`config.mk`:
```
export PLATFORM = sky130hd
export DESIGN_NAME = approx_booth_mult16
export DESIGN_NICKNAME = d
export VERILOG_FILES = /design/src/rtl/approx_booth_mult16_pkg.sv /design/src/rtl/approx_booth_mult16_booth_pp_gen.sv /design/src/rtl/approx_booth_mult16.sv
export SDC_FILE = /design/constraint.sdc
export NUM_CORES = 1
export LEC_CHECK = 0
export BUFFER_PORTS_ARGS = -buffer_cell sky130_fd_sc_hd__buf_2
export CAP_MARGIN = 25
export CELL_PAD_IN_SITES_DETAIL_PLACEMENT = 0
export CELL_PAD_IN_SITES_GLOBAL_PLACEMENT = 1
export CORE_MARGIN = 2
export CORE_UTILIZATION = 42
export DETAILED_ROUTE_END_ITERATION = 10
export PLACE_DENSITY_LB_ADDON = 0.08
export SYNTH_ARGS = -nofsm -noshare
export SYNTH_HDL_FRONTEND = slang
export SYNTH_SLANG_ARGS = --single-unit
```
`constraint.sdc`:
```
create_clock -name clk -period 8 [get_ports clk]
set_input_delay 1.6 -clock clk [delete_from_list [all_inputs] [get_ports clk]]
set_output_delay 1.6 -clock clk [all_outputs]
set_load 0.02 [all_outputs]
```
`src/rtl/approx_booth_mult16_pkg.sv`:
```
// Shared types, widths and helpers for the approximate radix-4 Booth multiplier.
package approx_mult_pkg;

  localparam int IN_W   = 16;
  localparam int OUT_W  = 32;
  localparam int NUM_PP = 8;

  typedef enum logic [2:0] {
    ZERO = 3'd0,
    POS1 = 3'd1,
    POS2 = 3'd2,
    NEG1 = 3'd3,
    NEG2 = 3'd4
  } booth_digit_e;

  // Mask keeping columns [OUT_W-1:vbl]; vbl=0 keeps every bit.
  function automatic logic [OUT_W-1:0] make_trunc_mask(input int vbl);
    logic [OUT_W-1:0] one;
    one = {{(OUT_W-1){1'b0}}, 1'b1};
    return ~((one << vbl) - one);
  endfunction

  // Group is {b[2i+1], b[2i], b[2i-1]}.
  function automatic booth_digit_e booth_decode(input logic [2:0] grp);
    booth_digit_e d;
    case (grp)
      3'b001, 3'b010: d = POS1;
      3'b011:         d = POS2;
      3'b100:         d = NEG2;
      3'b101, 3'b110: d = NEG1;
      default:        d = ZERO;
    endcase
    return d;
  endfunction

endpackage

```
`src/rtl/approx_booth_mult16_booth_pp_gen.sv`:
```
// One radix-4 Booth partial product: digit * sext32(A), shifted left by SHIFT columns.
module booth_pp_gen
  import approx_mult_pkg::*;
#(
  parameter int SHIFT = 0
) (
  input  logic [IN_W-1:0]  a_i,
  input  logic [2:0]       grp_i,
  output logic [OUT_W-1:0] pp_o
);

  booth_digit_e     digit;
  logic [OUT_W-1:0] a_ext;
  logic [OUT_W-1:0] mag;

  always_comb begin
    digit = booth_decode(grp_i);
    a_ext = {{(OUT_W-IN_W){a_i[IN_W-1]}}, a_i};
    mag   = '0;
    // Negation is a full two's-complement negate, so no correction bits are needed later.
    case (digit)
      POS1:    mag = a_ext;
      POS2:    mag = a_ext << 1;
      NEG1:    mag = -a_ext;
      NEG2:    mag = -(a_ext << 1);
      default: mag = '0;
    endcase
    pp_o = mag << SHIFT;
  end

endmodule

```
`src/rtl/approx_booth_mult16.sv`:
```
// Signed 16x16 broken-booth approximate multiplier; partial-product columns below VBL are dropped.
module approx_booth_mult16
  import approx_mult_pkg::*;
#(
  parameter int VBL = 10
) (
  input  logic                    clk,
  input  logic                    rst,
  input  logic                    in_valid,
  input  logic signed [IN_W-1:0]  A,
  input  logic signed [IN_W-1:0]  B,
  output logic                    out_valid,
  output logic signed [OUT_W-1:0] out
);

  // Handshake: no backpressure. in_valid qualifies A/B at a rising edge; out_valid is
  // high for exactly the cycle after each accepted pair, and out holds between products.

  localparam logic [OUT_W-1:0] TRUNC_MASK = make_trunc_mask(VBL);

  logic [IN_W:0]    b_ext;
  logic [OUT_W-1:0] pp [NUM_PP];
  logic [OUT_W-1:0] sum;
  logic [OUT_W-1:0] out_d, out_q;
  logic             valid_d, valid_q;

  assign b_ext = {B, 1'b0};

  for (genvar i = 0; i < NUM_PP; i++) begin : g_pp
    booth_pp_gen #(.SHIFT(2*i)) u_pp (
      .a_i   (A),
      .grp_i (b_ext[2*i+2 -: 3]),
      .pp_o  (pp[i])
    );
  end

  always_comb begin
    sum = '0;
    for (int i = 0; i < NUM_PP; i++) begin
      sum = sum + (pp[i] & TRUNC_MASK);
    end
    out_d   = in_valid ? sum : out_q;
    valid_d = in_valid;
  end

  always_ff @(posedge clk) begin
    if (rst) begin
      out_q   <= '0;
      valid_q <= 1'b0;
    end else begin
      out_q   <= out_d;
      valid_q <= valid_d;
    end
  end

  assign out       = out_q;
  assign out_valid = valid_q;

endmodule

```
==> impl_metrics.xml, run 1 <==
<?xml version="1.0" encoding="UTF-8"?>
<metrics>
  <group name="status">
    <metric name="run_status" unit="">finished, final reports clean</metric>
  </group>
  <group name="cts">
    <metric name="cts.clk_slew.worst_paths" unit="ns">0.06</metric>
    <metric name="clk-insertion-delay-late" unit="ns">0.26</metric>
    <metric name="cts-root-to-sink-buffers" unit="">2</metric>
    <metric name="clock-sinks" unit="">23</metric>
    <metric name="h-tree-depth" unit="">1</metric>
    <metric name="cts-buffers-inserted" unit="">3</metric>
    <metric name="clockRootBuffer" unit="">sky130_fd_sc_hd__clkbuf_16</metric>
    <metric name="holdBufCountCts" unit="">0</metric>
    <metric name="cts_tree" unit="">built</metric>
  </group>
  <group name="sta">
    <metric name="maxSlewViolCount" unit="">0</metric>
    <metric name="hold_slack_final" unit="ns">0.470</metric>
    <metric name="worst_slack" unit="ns">0.249</metric>
    <metric name="min_period_over_period" unit="%">96.9</metric>
    <metric name="worst_slew_pin_slew" unit="ns">0.843</metric>
    <metric name="final.setup_skew" unit="ns">0</metric>
    <metric name="finalSetupViolations" unit="">0</metric>
    <metric name="clock.fmax" unit="MHz">129</metric>
    <metric name="final-hold-violation-count" unit="">0</metric>
    <metric name="post-route-min-period" unit="ns">7.75</metric>
    <metric name="rsz0062_at_grt" unit="">true</metric>
    <metric name="totalNegativeSetupSlack" unit="ns">0</metric>
    <metric name="slew_headroom" unit="%">43.2</metric>
  </group>
  <group name="route">
    <metric name="routed_via_density" unit="">6.07</metric>
    <metric name="first_iter_violations" unit="">1172</metric>
    <metric name="drt-total-wl" unit="um">40900</metric>
    <metric name="dr_total_vias" unit="">10900</metric>
    <metric name="detail-route-antenna-nets" unit="">0</metric>
    <metric name="dr_wl_cell" unit="um">22.7</metric>
    <metric name="drc_errors" unit="">0</metric>
    <metric name="drtPass1Iterations" unit="">6</metric>
  </group>
  <group name="placed_design">
    <metric name="post-place-ws" unit="ns">-0.353</metric>
    <metric name="place_congestion" unit="">1.01</metric>
    <metric name="port_buffers" unit="">57</metric>
    <metric name="place.detailed.hpwl" unit="um">32500</metric>
    <metric name="detailed_place.area" unit="sq um">11300</metric>
  </group>
  <group name="hold_path">
    <metric name="holdCritPathClass" unit="">flop to flop</metric>
    <metric name="worstHoldPathCells" unit="">2</metric>
  </group>
  <group name="yosys">
    <metric name="synth_adder_area_share" unit="%">26.8</metric>
    <metric name="synth_top_cells_by_area" unit="">sky130_fd_sc_hd__fa_1 (24%), sky130_fd_sc_hd__a21oi_1 (7.0%), sky130_fd_sc_hd__nand2_1 (5.4%)</metric>
    <metric name="synth-edff-count" unit="">0</metric>
    <metric name="netlist.top_cell.by_area" unit="">sky130_fd_sc_hd__fa_1</metric>
    <metric name="synth-seq-cells" unit="">23</metric>
    <metric name="post_synth_and_or_nand_nor_area_fraction" unit="%">15.8</metric>
    <metric name="syn_area" unit="sq um">9930</metric>
    <metric name="ys_types" unit="">66</metric>
    <metric name="synth-compound-area-share" unit="%">30.6</metric>
    <metric name="syn-instance-count" unit="">1383</metric>
    <metric name="synth_top_family_by_area" unit="">compound AO/OA/AOI/OAI gates</metric>
    <metric name="yosys.area.top_type_share" unit="%">23.8</metric>
    <metric name="yosysSeqAreaShare" unit="%">4.64</metric>
    <metric name="synth-warning-count" unit="">0</metric>
    <metric name="muxShareOfSynthArea" unit="%">5.39</metric>
    <metric name="yosys.area_share.xor_xnor" unit="%">6.34</metric>
    <metric name="synth_top_flop_cell" unit="">sky130_fd_sc_hd__dfxtp_1</metric>
    <metric name="ys_async_sr_fraction" unit="%">0</metric>
    <metric name="syn_area_per_cell" unit="sq um">7.18</metric>
  </group>
  <group name="final_layout">
    <metric name="layout.cells.most_common" unit="">sky130_fd_sc_hd__buf_4</metric>
    <metric name="layout.nets" unit="">1658</metric>
    <metric name="most-common-layout-cells" unit="">sky130_fd_sc_hd__buf_4 (166), sky130_fd_sc_hd__nand2_1 (144), sky130_fd_sc_hd__nor2_1 (138)</metric>
    <metric name="post_route_cells_drive_above_1_share" unit="%">19.3</metric>
    <metric name="register_area" unit="sq um">460</metric>
    <metric name="filler_cell_count" unit="">2472</metric>
    <metric name="flow.area_growth_from_synthesis" unit="%">16.4</metric>
    <metric name="final_area" unit="sq um">11600</metric>
    <metric name="insertedDiodeCount" unit="">0</metric>
    <metric name="multiInputGateArea" unit="sq um">8620</metric>
  </group>
  <group name="grt">
    <metric name="grt_antenna_before_repair" unit="">0</metric>
    <metric name="grt_pass1_vias" unit="">10200</metric>
    <metric name="grt_overflow" unit="">0</metric>
    <metric name="grt_max_degree" unit="">53</metric>
    <metric name="groute.usage.overall" unit="%">33.1</metric>
    <metric name="first_pass_grt_wire_length" unit="um">62100</metric>
  </group>
  <group name="floorplan">
    <metric name="fp.dieW" unit="um">158</metric>
    <metric name="die_height" unit="um">158</metric>
    <metric name="core" unit="sq um">23300</metric>
    <metric name="initial_utilization" unit="%">42.6</metric>
    <metric name="rows" unit="">56</metric>
    <metric name="die_outline_area" unit="sq um">24900</metric>
    <metric name="io_pins" unit="">68</metric>
  </group>
  <group name="setup_path">
    <metric name="worst-path-max-fanout" unit="">7</metric>
    <metric name="worst_ep_required_time" unit="ns">8.12</metric>
    <metric name="critical-path-top-delay-family" unit="">adder cells</metric>
    <metric name="critical_path_buf_inv_count" unit="">8</metric>
    <metric name="path_class" unit="">input pin to flop</metric>
    <metric name="timing.critical_path.depth" unit="">28</metric>
    <metric name="critPathSlowestCell" unit="">sky130_fd_sc_hd__or4_4</metric>
    <metric name="worstRegToRegCells" unit="">2</metric>
    <metric name="worst_setup_path_end_kind" unit="">flop</metric>
    <metric name="timing.critical_path.from_type" unit="">input pin</metric>
    <metric name="arrival" unit="ns">7.87</metric>
    <metric name="timing.critical_path.slowest_cell_delay" unit="ns">0.59</metric>
  </group>
  <group name="power">
    <metric name="total_leakage_power" unit="nW">5.23</metric>
    <metric name="power.density_cell_area" unit="nW/um^2">392</metric>
    <metric name="worst_ir_drop_vdd" unit="V">0.000450</metric>
  </group>
  <group name="job">
    <metric name="max_cap_violations" unit="">0</metric>
  </group>
</metrics>
[worst min-delay path: cells and delay by family, from the launching register on]
| kind | cells | cell delay, ns |
|---|---|---|
| and+or+nand+nor | 1 | 0.06 |
| DFF | 1 | 0.31 |
| AOI/OAI and AO/OA | 1 | 0.05 |
[cell families after synthesis]
| family | count (synthesis) |
|---|---|
| AO/OA/AOI/OAI | 475 |
| AND/OR/NAND/NOR | 362 |
| buffers and inverters | 257 |
| adder cells (fa/ha/maj) | 142 |
| XOR/XNOR | 71 |
| multiplexers | 52 |
| flip-flops | 23 |
| other | 1 |
[metrics by stage]
stage                     util (%)  cells  power, W
after floorplan                  -   1392   0.00302
after detailed placement      48.5   1794   0.00432
after global routing          49.5   1799   0.00510
final                         49.5   1799   0.00453
after CTS                     48.9   1798   0.00447
after global placement        48.5   1794   0.00428
[path summary, 6_finish.rpt]
kind,startpoint,slack [ns],to
worst max register to register,out[22],7.18,out[22]
worst max-delay path,A[0],0.25,out[31]
worst min register to register,out[26],0.47,out[26]
worst min-delay path,out[26],0.47,out[26]
[cell usage after synthesis (7+ instances only)]
cell type / number
sky130_fd_sc_hd__a211oi_1: 16
sky130_fd_sc_hd__a21o_1: 20
sky130_fd_sc_hd__a21oi_1: 139
sky130_fd_sc_hd__a221oi_1: 34
sky130_fd_sc_hd__a22oi_1: 29
sky130_fd_sc_hd__a31oi_1: 26
sky130_fd_sc_hd__buf_1: 23
sky130_fd_sc_hd__buf_4: 10
sky130_fd_sc_hd__clkbuf_1: 99
sky130_fd_sc_hd__dfxtp_1: 23
sky130_fd_sc_hd__fa_1: 118
sky130_fd_sc_hd__ha_1: 24
sky130_fd_sc_hd__inv_1: 115
sky130_fd_sc_hd__mux2_2: 12
sky130_fd_sc_hd__mux2i_1: 40
sky130_fd_sc_hd__nand2_1: 144
sky130_fd_sc_hd__nand2b_1: 8
sky130_fd_sc_hd__nor2_1: 140
sky130_fd_sc_hd__nor2b_1: 12
sky130_fd_sc_hd__nor3_1: 20
sky130_fd_sc_hd__o211ai_1: 19
sky130_fd_sc_hd__o21ai_0: 102
sky130_fd_sc_hd__o21bai_1: 7
sky130_fd_sc_hd__o221ai_1: 8
sky130_fd_sc_hd__o22ai_1: 25
sky130_fd_sc_hd__xnor2_1: 51
sky130_fd_sc_hd__xor2_1: 19
[metal layers]
| metal | up-vias | global-route usage, % | wire length, um |
|---|---|---|---|
| li1 | 4998 | - | - |
| met1 | 5232 | 47.8 | 17300 |
| met2 | 607 | 50.4 | 17800 |
| met3 | 83 | 4.43 | 3870 |
| met4 | 0 | 11.9 | 1920 |
| met5 | - | 0 | 0 |
[repair_timing]
| action | 4_1_cts | 5_1_grt |
|---|---|---|
| setup endpoints to repair | 3 | 8 |
| pin swaps | 0 | 13 |
| gates cloned | 0 | 0 |
| gates resized for setup | 3 | 32 |
| buffers inserted | 0 | 1 |
[power by group]
part	total (W)	leakage [nW]	switching (W)	internal, W
clock	0.000111	0.0409	0.0000432	0.0000673
combinational	0.00424	4.99	0.00223	0.00201
sequential	0.000176	0.190	0.0000142	0.000162
[flip-flops by register name, summed over array words and instances (netlist names)]
register	cells
out	22
out_valid	1
[cell type report]
class | count | share of cell area [%]
flip-flops and latches | 23 | 3.98
clock buffers | 3 | 0.650
well taps | 319 | 3.45
inverters | 117 | 3.80
clock inverters | 1 | 0.0433
repair buffers | 224 | 13.4
multi-input cells | 1112 | 74.6
Note: power is estimated with default switching activity, not from simulation.
==> inputs of run 2 (changes only) <==
MAX_ROUTING_LAYER = met4   (was unset)
==> run 2 against run 1 <==
Sequential power barely moved. Core utilization rose by 0.30 points. Clock skew did not move. Cell count rose by 0.67%. Wire length rose by 4.4%. Highest routed layer unchanged. Flip-flop and latch count did not move. First-iteration DRC count rose by 20%. Via count rose by 0.29%. Combinational power barely moved. Global-route usage rose by 2.6 points.
==> impl_metrics.xml, run 2 (synthesis gave the netlist of run 1 again) <==
<?xml version="1.0" encoding="UTF-8"?>
<metrics>
  <group name="status">
    <metric name="run_status" unit="">finished, final reports clean</metric>
  </group>
  <group name="cts">
    <metric name="h-tree-depth" unit="">1</metric>
    <metric name="cts_tree" unit="">built</metric>
    <metric name="cts.clk_slew.worst_paths" unit="ns">0.06</metric>
    <metric name="cts-buffers-inserted" unit="">3</metric>
    <metric name="clockRootBuffer" unit="">sky130_fd_sc_hd__clkbuf_16</metric>
    <metric name="cts-root-to-sink-buffers" unit="">2</metric>
    <metric name="clk-insertion-delay-late" unit="ns">0.26</metric>
    <metric name="holdBufCountCts" unit="">0</metric>
    <metric name="clock-sinks" unit="">23</metric>
  </group>
  <group name="sta">
    <metric name="hold_slack_final" unit="ns">0.473</metric>
    <metric name="clock.fmax" unit="MHz">130</metric>
    <metric name="finalSetupViolations" unit="">0</metric>
    <metric name="totalNegativeSetupSlack" unit="ns">0</metric>
    <metric name="slew_headroom" unit="%">42.1</metric>
    <metric name="post-route-min-period" unit="ns">7.67</metric>
    <metric name="final.setup_skew" unit="ns">0</metric>
    <metric name="final-hold-violation-count" unit="">0</metric>
    <metric name="worst_slew_pin_slew" unit="ns">0.866</metric>
    <metric name="min_period_over_period" unit="%">95.8</metric>
    <metric name="maxSlewViolCount" unit="">0</metric>
  </group>
  <group name="final_layout">
    <metric name="layout.core_utilization" unit="%">49.8</metric>
    <metric name="most-common-layout-cells" unit="">sky130_fd_sc_hd__buf_4 (176), sky130_fd_sc_hd__nand2_1 (143), sky130_fd_sc_hd__nor2_1 (138)</metric>
    <metric name="layout.cells.most_common" unit="">sky130_fd_sc_hd__buf_4</metric>
    <metric name="layout.nets" unit="">1668</metric>
    <metric name="flow.area_growth_from_synthesis" unit="%">17.1</metric>
    <metric name="largest_reg_flops" unit="">22</metric>
    <metric name="final_area" unit="sq um">11600</metric>
    <metric name="post_route_cells_drive_above_1_share" unit="%">19.7</metric>
  </group>
  <group name="floorplan">
    <metric name="die_outline_area" unit="sq um">24900</metric>
    <metric name="rows" unit="">56</metric>
    <metric name="fp.dieW" unit="um">158</metric>
    <metric name="die_height" unit="um">158</metric>
    <metric name="core" unit="sq um">23300</metric>
    <metric name="initial_utilization" unit="%">42.6</metric>
    <metric name="io_pins" unit="">68</metric>
  </group>
  <group name="grt">
    <metric name="groute.layer.met3.usage" unit="%">5.26</metric>
    <metric name="grt_overflow" unit="">0</metric>
    <metric name="grtUsageMet1" unit="%">48.6</metric>
    <metric name="grt_pass1_vias" unit="">10400</metric>
    <metric name="global_route.usage.met2" unit="%">54.7</metric>
    <metric name="top_usage_layer" unit="">met2</metric>
    <metric name="grt_antenna_before_repair" unit="">2</metric>
    <metric name="grt_max_degree" unit="">50</metric>
    <metric name="groute.usage.overall" unit="%">35.7</metric>
    <metric name="first_pass_grt_wire_length" unit="um">64300</metric>
  </group>
  <group name="route">
    <metric name="drt-total-wl" unit="um">42700</metric>
    <metric name="detail-route-antenna-nets" unit="">0</metric>
    <metric name="routed_via_density" unit="">6.05</metric>
    <metric name="drc_errors" unit="">0</metric>
    <metric name="drtPass1Iterations" unit="">5</metric>
    <metric name="first_iter_violations" unit="">1410</metric>
    <metric name="dr_wl_cell" unit="um">23.6</metric>
    <metric name="dr_total_vias" unit="">11000</metric>
  </group>
  <group name="placed_design">
    <metric name="place_congestion" unit="">1.03</metric>
    <metric name="place.detailed.hpwl" unit="um">34100</metric>
    <metric name="port_buffers" unit="">57</metric>
    <metric name="detailed_place.area" unit="sq um">11400</metric>
  </group>
  <group name="power">
    <metric name="total_leakage_power" unit="nW">5.28</metric>
    <metric name="worst_ir_drop_vdd" unit="V">0.000406</metric>
    <metric name="power.density_cell_area" unit="nW/um^2">391</metric>
    <metric name="fin_total_pwr" unit="W">0.00455</metric>
  </group>
  <group name="hold_path">
    <metric name="holdCritPathClass" unit="">flop to flop</metric>
    <metric name="worstHoldPathCells" unit="">2</metric>
  </group>
  <group name="setup_path">
    <metric name="worst_ep_required_time" unit="ns">8.12</metric>
    <metric name="worst_setup_path_end_kind" unit="">flop</metric>
    <metric name="worst-path-max-fanout" unit="">5</metric>
    <metric name="timing.critical_path.from_type" unit="">input pin</metric>
    <metric name="arrival" unit="ns">7.78</metric>
    <metric name="worstRegToRegCells" unit="">3</metric>
    <metric name="path_class" unit="">input pin to flop</metric>
  </group>
  <group name="job">
    <metric name="max_cap_violations" unit="">0</metric>
  </group>
</metrics>
run 2: cell type report:
cell class | count | area, sq um
Inverter | 117 | 439
Fill cell | 2413 | 11700
Clock buffer | 3 | 75.1
Antenna cell | 2 | 5.00
Sequential cell | 23 | 460
Clock inverter | 1 | 5.00
Multi-Input combinational cell | 1112 | 8620
Tap cell | 319 | 399
Timing Repair Buffer | 234 | 1620
run 2: worst max-delay path, cell delays in order:
cell	delay, ns
sky130_fd_sc_hd__buf_2	0.10
sky130_fd_sc_hd__inv_1	0.10
sky130_fd_sc_hd__ha_4	0.16
sky130_fd_sc_hd__nor4b_4	0.18
sky130_fd_sc_hd__buf_4	0.16
sky130_fd_sc_hd__nand2_2	0.08
sky130_fd_sc_hd__or4_4	0.57
sky130_fd_sc_hd__xnor2_4	0.17
sky130_fd_sc_hd__nor2_1	0.13
sky130_fd_sc_hd__a21oi_1	0.05
sky130_fd_sc_hd__o21ai_0	0.25
sky130_fd_sc_hd__fa_1	0.46
sky130_fd_sc_hd__fa_1	0.50
sky130_fd_sc_hd__fa_1	0.54
sky130_fd_sc_hd__fa_1	0.56
sky130_fd_sc_hd__ha_1	0.17
sky130_fd_sc_hd__inv_1	0.05
sky130_fd_sc_hd__fa_2	0.33
sky130_fd_sc_hd__nor2b_1	0.12
sky130_fd_sc_hd__o21a_1	0.13
sky130_fd_sc_hd__o21ai_1	0.09
sky130_fd_sc_hd__a211oi_2	0.38
sky130_fd_sc_hd__nor2_2	0.10
sky130_fd_sc_hd__o31ai_2	0.31
sky130_fd_sc_hd__a31oi_1	0.15
sky130_fd_sc_hd__xnor2_1	0.23
sky130_fd_sc_hd__a211oi_2	0.09
run 2: repair_timing:
action,4_1_cts,5_1_grt
pin swaps,0,21
gates resized for setup,2,33
gates cloned,0,0
buffers inserted,0,2
setup endpoints to repair,3,9
run 2: power by group:
part	switching, W	total (W)	internal [W]
logic	0.00223	0.00427	0.00204
registers	0.0000151	0.000177	0.000162
clock network	0.0000412	0.000108	0.0000673
run 2: per-stage QoR:
stage          std cells  setup slack, ns
4_1_cts             1807           0.0657
5_1_grt             1811         -0.00769
2_1_floorplan       1392           0.0120
3_3_place_gp        1803           -0.279
3_5_place_dp        1803           -0.371
6_report            1811            0.333
run 2: metal layers:
metal | vias up | wire, um | share of wire, %
met3 | 83 | 3550 | 8.3
met4 | 0 | 1770 | 4.2
met5 | - | 0 | 0
li1 | 5021 | - | -
met1 | 5314 | 18300 | 43
met2 | 534 | 19000 | 45
run 2: path summary, 6_finish.rpt:
path | from | end | slack [ns]
worst min-delay path | out[14] | out[14] | 0.47
worst max-delay path | A[1] | out[31] | 0.33
worst min register to register | out[14] | out[14] | 0.47
worst max register to register | out[23] | out[23] | 7.18
